$ cat config.mk
export PLATFORM = sky130hd
export DESIGN_NAME = mlp_sequencer_flat
export DESIGN_NICKNAME = d
export VERILOG_FILES = /design/src/rtl/mlp_sequencer_if.sv /design/src/rtl/mlp_sequencer.sv /design/src/flat_wrapper.sv
export SDC_FILE = /design/constraint.sdc
export NUM_CORES = 1
export LEC_CHECK = 0
export ABC_AREA = 1
export BUFFER_PORTS_ARGS = -buffer_cell sky130_fd_sc_hd__buf_2
export CAP_MARGIN = 20
export CORE_MARGIN = 2
export CORE_UTILIZATION = 31
export CTS_CLUSTER_SIZE = 28
export DETAILED_ROUTE_END_ITERATION = 16
export PLACE_DENSITY_LB_ADDON = 0.08
export REMOVE_ABC_BUFFERS = 1
export SYNTH_ARGS = -nofsm -noshare
export SYNTH_HDL_FRONTEND = slang
export SYNTH_SLANG_ARGS = --single-unit
$ cat constraint.sdc
create_clock -name clk -period 2.08 [get_ports clk]
set_clock_uncertainty 0.1 [all_clocks]
set_input_delay 0.416 -clock clk [delete_from_list [all_inputs] [get_ports clk]]
set_output_delay 0.416 -clock clk [all_outputs]
set_load 0.005 [all_outputs]
$ cat src/rtl/mlp_sequencer_if.sv
// Host-side command and result handshake for the MLP sequencer.
// The master drives commands and consumes results; the slave is the sequencer.
interface mlp_sequencer_if;
  logic               cmd_valid;
  logic               cmd_ready;
  logic [31:0]        cmd_weights;
  logic [15:0]        cmd_act;
  logic               res_valid;
  logic               res_ready;
  logic signed [31:0] res_acc0;
  logic signed [31:0] res_acc1;
  logic               res_timeout;

  modport master (
    output cmd_valid, cmd_weights, cmd_act, res_ready,
    input  cmd_ready, res_valid, res_acc0, res_acc1, res_timeout
  );

  modport slave (
    input  cmd_valid, cmd_weights, cmd_act, res_ready,
    output cmd_ready, res_valid, res_acc0, res_acc1, res_timeout
  );
endinterface

$ cat src/rtl/mlp_sequencer.sv
// Sequences one 2x2 MLP inference: weight FIFO load, activation load, start,
// wait for done (or time out), then presents the accumulators to the host.
//
// state   | meaning
// --------+-----------------------------------------------------------
// IDLE    | waiting for a command; cmd_ready high
// WF_RST  | weight FIFO reset pulse
// PUSH0   | two pushes of column 0 weights (w0, w1)
// PUSH1   | two pushes of column 1 weights (w0, w1)
// ACT     | activation load strobe
// LOAD    | weights_ready pulse
// START   | start_mlp pulse
// WAIT    | counting cycles until the MLP reports done or the timeout expires
// RESP    | result held on res_* until the host accepts it
module mlp_sequencer #(
  parameter logic [3:0] DONE_STATE     = 4'd5,
  parameter int         TIMEOUT_CYCLES = 256,
  parameter int         CNT_W          = 9
) (
  input  logic               clk,
  input  logic               rst,
  mlp_sequencer_if.slave     host,
  output logic               ctrl_wf_reset,
  output logic               ctrl_wf_push_col0,
  output logic               ctrl_wf_push_col1,
  output logic [7:0]         ctrl_wf_data_in,
  output logic               ctrl_init_act_valid,
  output logic [15:0]        ctrl_init_act_data,
  output logic               ctrl_weights_ready,
  output logic               ctrl_start_mlp,
  input  logic [3:0]         mlp_state_in,
  input  logic signed [31:0] mlp_acc0_in,
  input  logic signed [31:0] mlp_acc1_in,
  output logic               busy
);

  typedef enum logic [3:0] {
    S_IDLE,
    S_WF_RST,
    S_PUSH0,
    S_PUSH1,
    S_ACT,
    S_LOAD,
    S_START,
    S_WAIT,
    S_RESP
  } state_t;

  localparam logic [CNT_W-1:0] CNT_LAST = CNT_W'(TIMEOUT_CYCLES - 1);

  state_t             state;
  logic [31:0]        lat_weights;
  logic [15:0]        lat_act;
  logic               push_second;
  logic [CNT_W-1:0]   wait_cnt;
  logic               res_valid_q;
  logic signed [31:0] res_acc0_q;
  logic signed [31:0] res_acc1_q;
  logic               res_timeout_q;

  assign host.cmd_ready   = (state == S_IDLE);
  assign host.res_valid   = res_valid_q;
  assign host.res_acc0    = res_acc0_q;
  assign host.res_acc1    = res_acc1_q;
  assign host.res_timeout = res_timeout_q;

  // Outputs are assigned alongside the transition into the state that owns
  // them, so each pulse is high exactly while that state is current.
  always_ff @(posedge clk) begin
    if (rst) begin
      state               <= S_IDLE;
      lat_weights         <= '0;
      lat_act             <= '0;
      push_second         <= 1'b0;
      wait_cnt            <= '0;
      ctrl_wf_reset       <= 1'b0;
      ctrl_wf_push_col0   <= 1'b0;
      ctrl_wf_push_col1   <= 1'b0;
      ctrl_wf_data_in     <= '0;
      ctrl_init_act_valid <= 1'b0;
      ctrl_init_act_data  <= '0;
      ctrl_weights_ready  <= 1'b0;
      ctrl_start_mlp      <= 1'b0;
      busy                <= 1'b0;
      res_valid_q         <= 1'b0;
      res_acc0_q          <= '0;
      res_acc1_q          <= '0;
      res_timeout_q       <= 1'b0;
    end else begin
      case (state)
        S_IDLE: begin
          if (host.cmd_valid) begin
            lat_weights   <= host.cmd_weights;
            lat_act       <= host.cmd_act;
            ctrl_wf_reset <= 1'b1;
            busy          <= 1'b1;
            state         <= S_WF_RST;
          end
        end

        S_WF_RST: begin
          ctrl_wf_reset     <= 1'b0;
          ctrl_wf_push_col0 <= 1'b1;
          ctrl_wf_data_in   <= lat_weights[7:0];
          push_second       <= 1'b0;
          state             <= S_PUSH0;
        end

        S_PUSH0: begin
          if (!push_second) begin
            ctrl_wf_data_in <= lat_weights[15:8];
            push_second     <= 1'b1;
          end else begin
            ctrl_wf_push_col0 <= 1'b0;
            ctrl_wf_push_col1 <= 1'b1;
            ctrl_wf_data_in   <= lat_weights[23:16];
            push_second       <= 1'b0;
            state             <= S_PUSH1;
          end
        end

        S_PUSH1: begin
          if (!push_second) begin
            ctrl_wf_data_in <= lat_weights[31:24];
            push_second     <= 1'b1;
          end else begin
            ctrl_wf_push_col1   <= 1'b0;
            ctrl_wf_data_in     <= '0;
            push_second         <= 1'b0;
            ctrl_init_act_valid <= 1'b1;
            ctrl_init_act_data  <= lat_act;
            state               <= S_ACT;
          end
        end

        S_ACT: begin
          ctrl_init_act_valid <= 1'b0;
          ctrl_weights_ready  <= 1'b1;
          state               <= S_LOAD;
        end

        S_LOAD: begin
          ctrl_weights_ready <= 1'b0;
          ctrl_start_mlp     <= 1'b1;
          state              <= S_START;
        end

        S_START: begin
          ctrl_start_mlp <= 1'b0;
          wait_cnt       <= '0;
          state          <= S_WAIT;
        end

        // Done is checked first so a done on the last timeout cycle still
        // returns real accumulator values.
        S_WAIT: begin
          if (mlp_state_in == DONE_STATE) begin
            res_acc0_q    <= mlp_acc0_in;
            res_acc1_q    <= mlp_acc1_in;
            res_timeout_q <= 1'b0;
            res_valid_q   <= 1'b1;
            state         <= S_RESP;
          end else if (wait_cnt == CNT_LAST) begin
            res_acc0_q    <= '0;
            res_acc1_q    <= '0;
            res_timeout_q <= 1'b1;
            res_valid_q   <= 1'b1;
            state         <= S_RESP;
          end else begin
            wait_cnt <= wait_cnt + CNT_W'(1);
          end
        end

        S_RESP: begin
          if (host.res_ready) begin
            res_valid_q <= 1'b0;
            busy        <= 1'b0;
            state       <= S_IDLE;
          end
        end

        default: begin
          state <= S_IDLE;
        end
      endcase
    end
  end

endmodule

$ cat src/flat_wrapper.sv
// flat-port wrapper written by rule: the top's interface ports become plain ports
module mlp_sequencer_flat 
#(
  parameter logic [3:0] DONE_STATE     = 4'd5,
  parameter int         TIMEOUT_CYCLES = 256,
  parameter int         CNT_W          = 9
)
  (clk, rst, ctrl_wf_reset, ctrl_wf_push_col0, ctrl_wf_push_col1, ctrl_wf_data_in, ctrl_init_act_valid, ctrl_init_act_data, ctrl_weights_ready, ctrl_start_mlp, mlp_state_in, mlp_acc0_in, mlp_acc1_in, busy, host_cmd_valid, host_cmd_weights, host_cmd_act, host_res_ready, host_cmd_ready, host_res_valid, host_res_acc0, host_res_acc1, host_res_timeout);
  mlp_sequencer_if host_i ();
  input  logic clk;
  input  logic rst;
  output logic ctrl_wf_reset;
  output logic ctrl_wf_push_col0;
  output logic ctrl_wf_push_col1;
  output logic [7:0] ctrl_wf_data_in;
  output logic ctrl_init_act_valid;
  output logic [15:0] ctrl_init_act_data;
  output logic ctrl_weights_ready;
  output logic ctrl_start_mlp;
  input  logic [3:0] mlp_state_in;
  input  logic signed [31:0] mlp_acc0_in;
  input  logic signed [31:0] mlp_acc1_in;
  output logic busy;
  input wire logic [$bits(host_i.cmd_valid)-1:0] host_cmd_valid;
  input wire logic [$bits(host_i.cmd_weights)-1:0] host_cmd_weights;
  input wire logic [$bits(host_i.cmd_act)-1:0] host_cmd_act;
  input wire logic [$bits(host_i.res_ready)-1:0] host_res_ready;
  output wire logic [$bits(host_i.cmd_ready)-1:0] host_cmd_ready;
  output wire logic [$bits(host_i.res_valid)-1:0] host_res_valid;
  output wire logic [$bits(host_i.res_acc0)-1:0] host_res_acc0;
  output wire logic [$bits(host_i.res_acc1)-1:0] host_res_acc1;
  output wire logic [$bits(host_i.res_timeout)-1:0] host_res_timeout;
  assign host_i.cmd_valid = host_cmd_valid;
  assign host_i.cmd_weights = host_cmd_weights;
  assign host_i.cmd_act = host_cmd_act;
  assign host_i.res_ready = host_res_ready;
  assign host_cmd_ready = host_i.cmd_ready;
  assign host_res_valid = host_i.res_valid;
  assign host_res_acc0 = host_i.res_acc0;
  assign host_res_acc1 = host_i.res_acc1;
  assign host_res_timeout = host_i.res_timeout;
  mlp_sequencer #(.DONE_STATE(DONE_STATE), .TIMEOUT_CYCLES(TIMEOUT_CYCLES), .CNT_W(CNT_W)) u_core (.clk(clk), .rst(rst), .host(host_i), .ctrl_wf_reset(ctrl_wf_reset), .ctrl_wf_push_col0(ctrl_wf_push_col0), .ctrl_wf_push_col1(ctrl_wf_push_col1), .ctrl_wf_data_in(ctrl_wf_data_in), .ctrl_init_act_valid(ctrl_init_act_valid), .ctrl_init_act_data(ctrl_init_act_data), .ctrl_weights_ready(ctrl_weights_ready), .ctrl_start_mlp(ctrl_start_mlp), .mlp_state_in(mlp_state_in), .mlp_acc0_in(mlp_acc0_in), .mlp_acc1_in(mlp_acc1_in), .busy(busy));
endmodule
**Yosys cells after proc, flatten, opt, wreduce, memory -nomap -nowiden**

Cells that the tools add are included.

- $add $sub $neg: 1
- Equal/unequal tests: 17
- Muxes and demuxes: 33
- Reduce and logical (&&, ||, !) cells: 25

Operators by type and width:

| operator | number |
|---|---|
| $mux 32 | 3 |
| $pmux 4 s9 | 1 |
| $mux 4 | 6 |
| $pmux 8 s3 | 1 |
| $reduce_bool 2->1 | 11 |
| $eq 4x3->1 const B | 5 |
| $mux 9 | 2 |
| $pmux 1 s2 | 9 |
| $pmux 9 s2 | 1 |
| $mux 8 | 2 |
| $reduce_and 2->1 | 6 |
| $reduce_and 3->1 | 4 |
| $add 9x1->9 const B | 1 |
| $eq 9x8->1 const B | 1 |
| $eq 4x2->1 const B | 2 |
| $mux 1 | 8 |
| $ne 2x2->1 const B | 4 |
| $reduce_and 5->1 | 1 |
| $eq 4x1->1 const B | 1 |
| $eq 4x4->1 const B | 1 |
| $logic_not 4->1 | 1 |
| $ne 2x1->1 const B | 2 |
| $ne 3x1->1 const B | 1 |
| $reduce_bool 3->1 | 1 |
| $reduce_or 2->1 | 1 |

- Bits in registers: 159
- Bits of input ports: 120
- Output and inout bits: 98
- Logic and storage cells: 94

**Logic depth before layout (Yosys ltp)**

- Word-level depth: 4
- Gate-level depth with buffers: 12
- Gate-level depth less buffers: 11

**Worst setup path before layout**

Ideal clock, no wire load.

- Path kind: flip-flop to flip-flop
- Start point: reg u_core.wait_cnt[0]
- End point: reg u_core.wait_cnt[5]
- Arrival time: 1.626 ns
- Path slack: 0.241 ns
- Cell stages (with the launch flop): 13
- Path buffers: 1
- Cell sequence: dfxtp_1 -> ha_1 -> nand3_1 -> nor4_1 -> ha_1 -> inv_1 -> nand2_1 -> nand2_2 -> buf_4 -> nand3_1 -> nand2_1 -> nand2_1 -> nor2_1

- Cells in the longest elaborated chain, start to end: 4

Ends and longest elaborated chain:

| item | RTL line | text |
|---|---|---|
| start, declared | mlp_sequencer.sv:55 | `logic [CNT_W-1:0] wait_cnt;` |
| start signal, assigned | mlp_sequencer.sv:170 | `wait_cnt <= wait_cnt + CNT_W'(1);` |
| $add 9x1->9 | mlp_sequencer.sv:170 |  |
| $mux 9 | mlp_sequencer.sv:163 | `end else if (wait_cnt == CNT_LAST) begin` |
| $mux 9 | mlp_sequencer.sv:157 | `if (mlp_state_in == DONE_STATE) begin` |
| $pmux 9 s2 | mlp_sequencer.sv:90 | `case (state)` |

Parallel ways exist; a longest one is shown, timed or not. The select of a mux whose other input is x is not followed.
A chain may end at the register's enable or synchronous reset.

**Worst setup path after layout**

- Start point: reg u_core.wait_cnt[1]
- End point: reg u_core.res_acc0_q[28] (netlist: u_core.host.res_acc0[28])

- Cells in the longest elaborated chain, start to end: 3

Ends and longest elaborated chain:

| item | RTL line | text |
|---|---|---|
| $eq 9x8->1 | mlp_sequencer.sv:163 |  |
| $reduce_bool 2->1 (no source line) | - |  |
| $reduce_and 2->1 (no source line) | - |  |
| end signal, assigned | mlp_sequencer.sv:158 | `res_acc0_q <= mlp_acc0_in;` |
| end, declared | mlp_sequencer.sv:57 | `logic signed [31:0] res_acc0_q;` |

No other way between the ends.

==> out/qor.yml <==
syn_to_final_growth_pct: 32.3
h-tree-depth: 4
initial_core_util_pct: 31.7
yosysSeqAreaShare_pct: 51.5
ys_ff_latch: 159
io_pins: 218
relSlewSlack_pct: 64.9
synth_top_cell_by_area: "dfxtp_1"
worst_hold_startpoint: "mlp_acc1_in[26]"
setup_ws_ps: 66.6
drt-wirelength-per-cell_um: 14.3
synth_top_flop_cell: "dfxtp_1"
syn_area_mm2: 0.00619
finalMaxSlewViolations: 0
start_kind: "register"
worst_pin_slew_ps: 523
worstPathArrival_ps: 2220
first_iter_violations: 337
hp-class: "input pin to register"
track_usage_pct: 17.5
ys_types: 31
worst_ep_required_time_ps: 2280
end_kind: "register"
p_sw_w: 0.00288
ctsRootBufferMaster: "clkbuf_16"
crit_fanout: 32
grt_max_degree: 53
die_width_um: 145
dr.pass1.iters: 4
postSynthAreaPerCell_um2: 7.55
io_buffers: 217
cts.sinks: 159
yosysMostFrequentCell: "nand2_1"
grt-ovfl-total: 0
fin_crit_sh_pct: 96.8
worstSetupPathType: "register to register"
reg2reg_from: "u_core.wait_cnt[1]"
peakVddDrop_mv: 0.502
antenna_cells: 0
core-area_mm2: 0.0195
final-instance-count-excl-fill: 1309
dp_hpwl_um: 13100
setup.worst_path.start: "u_core.wait_cnt[1]"
route.vias.total: 5927
vias_per_cell: 4.53
comb_power_share_pct: 23.3
grt_antenna_before_repair: 1
synth.top_cell.area_share_pct: 51.5
yosys_warnings: 0
hold_violations: 0
pre_cts_ws_ps: 50.4
clockBufferDepth: 2
clock_latency_ps: 420
grt_pass1_wl_um: 29700
gp_congestion: 0.781
powerDensity_mw_per_mm2: 1080
placed_cells: 1276
clk_pin_slew_ps: 70
setup_viol: 0
drt_wl_total_um: 18700
dieArea_mm2: 0.0211
grt_pass1_vias: 5550
synth-async-reset-ratio_pct: 0
nets: 1154
cts_tree: "yes"
p_sw_share_pct: 32.6
synthTopCellsByArea: "dfxtp_1 (51%), nand2_1 (16%), a21oi_1 (11%)"
p_int_w: 0.00594
die_y_um: 145
fillers: 2115
status: "finished clean"
fmax_ghz: 0.497
clock_power_share_pct: 35.5
synth-edff-count: 0
drv_cap: 0
p_leak_nw: 3.61
synth_common_cells: "nand2_1 (260), dfxtp_1 (159), a21oi_1 (139)"
synthCells: 819
finalCriticalPeriod_ps: 2010
ant_nets: 0
rows: 51
numCtsBuffers: 17
seq_power_share_pct: 41.2
layout-drive-gt1-share_pct: 28.2
drc: 0
## registers in the layout (all words and copies together), names as in the netlist
| name | count |
|---|---|
| u_core.ctrl_wf_reset | 1 |
| u_core.host.res_acc1 | 32 |
| u_core.push_second | 1 |
| u_core.ctrl_start_mlp | 1 |
| u_core.lat_weights | 32 |
| u_core.state | 4 |
| u_core.ctrl_wf_data_in | 8 |
| u_core.ctrl_init_act_data | 16 |
| u_core.busy | 1 |
| u_core.ctrl_wf_push_col1 | 1 |
| u_core.ctrl_wf_push_col0 | 1 |
| u_core.lat_act | 16 |
| u_core.host.res_valid | 1 |
| u_core.ctrl_weights_ready | 1 |
| u_core.ctrl_init_act_valid | 1 |
| u_core.host.res_timeout | 1 |
| u_core.wait_cnt | 9 |
| u_core.host.res_acc0 | 32 |
## through the flow
stage | util [%] | hold slack [ps] | instance area, um^2 | setup TNS, ps | power, W
floorplan | - | 325 | 5910 | -10870 | 0.00480
global placement | 38.8 | 339 | 7570 | 0 | 0.00573
detailed placement | 38.8 | 339 | 7570 | 0 | 0.00572
CTS | 41.8 | 113 | 8170 | 0 | 0.00892
global route | 41.9 | 122 | 8180 | -984 | 0.00935
finish | 41.9 | 137 | 8180 | 0 | 0.00882
## repair_timing
item | CTS | global route
gates resized for setup | 0 | 2
cloned | 0 | 0
setup endpoints to repair | 1 | 34
setup buffers | 1 | 1
hold buffers | 0 | 0
pin swaps | 1 | 1
## power by group through the flow
stage                     sequential, W  combinational [W]  clock, W
final                           0.00363            0.00206   0.00313
after global routing            0.00368            0.00234   0.00334
after global placement          0.00370            0.00202         0
after floorplan                 0.00368            0.00112         0
after CTS                       0.00363            0.00207   0.00322
after detailed placement        0.00370            0.00203         0
## final timing paths
path | end | slack, ps | cells after the start
worst min register to register | u_core.busy | 350 | 2
worst min-delay path | u_core.host.res_acc1[26] | 140 | 3
worst max register to register | u_core.host.res_acc0[28] | 70 | 10
worst max-delay path | u_core.host.res_acc0[28] | 70 | 10
## logic make-up (layout without fill, tap and decap cells)
| logic type | after synthesis | count (layout) | share of synthesized area (%) |
|---|---|---|---|
| and+or+nand+nor | 390 | 390 | 26.6 |
| AOI/OAI and AO/OA | 174 | 174 | 14.3 |
| DFF | 159 | 159 | 51.5 |
| buffers and inverters | 93 | 318 | 7.04 |
| adders and majority gates | 2 | 2 | 0.404 |
| xor gates and xnor gates | 1 | 1 | 0.142 |
## metal layers
metal  global-route usage (%)  part of all wire (%)  up-vias
met5                        0                 0.059        -
met4                     5.54                   1.6        2
met3                     5.72                   6.1       21
met2                     28.6                    48      134
met1                     21.9                    44     2686
li1                         -                     -     3084
## worst max-delay path: stages (launching register included)
cell and delay [ps]:
dfxtp_1 360, ha_1 170, nand3_1 120, nor4_2 210
ha_1 200, inv_1 60, nand2_1 130, nand2_4 130
buf_12 200, a22oi_1 150, nor2_1 60
## cell usage in the layout (no fill, tap or decap), types with 8 or more instances in the layout
cell,instances
buf_4,25
o21ai_0,20
dfxtp_1,159
nand2_1,260
inv_1,38
buf_2,216
nand3_1,62
nor2_1,46
clkbuf_16,17
o21ai_1,8
a21oi_1,139
## area by class of cell
| type | instances | area (um^2) | area share [%] |
|---|---|---|---|
| Tap cell | 265 | 332 | 4.05 |
| Clock inverter | 14 | 159 | 1.94 |
| Inverter | 42 | 158 | 1.93 |
| Clock buffer | 17 | 425 | 5.20 |
| Timing Repair Buffer | 245 | 1350 | 16.5 |
| Multi-Input combinational cell | 567 | 2580 | 31.5 |
| Sequential cell | 159 | 3180 | 38.9 |
Note: power is estimated with default switching activity, not from simulation.
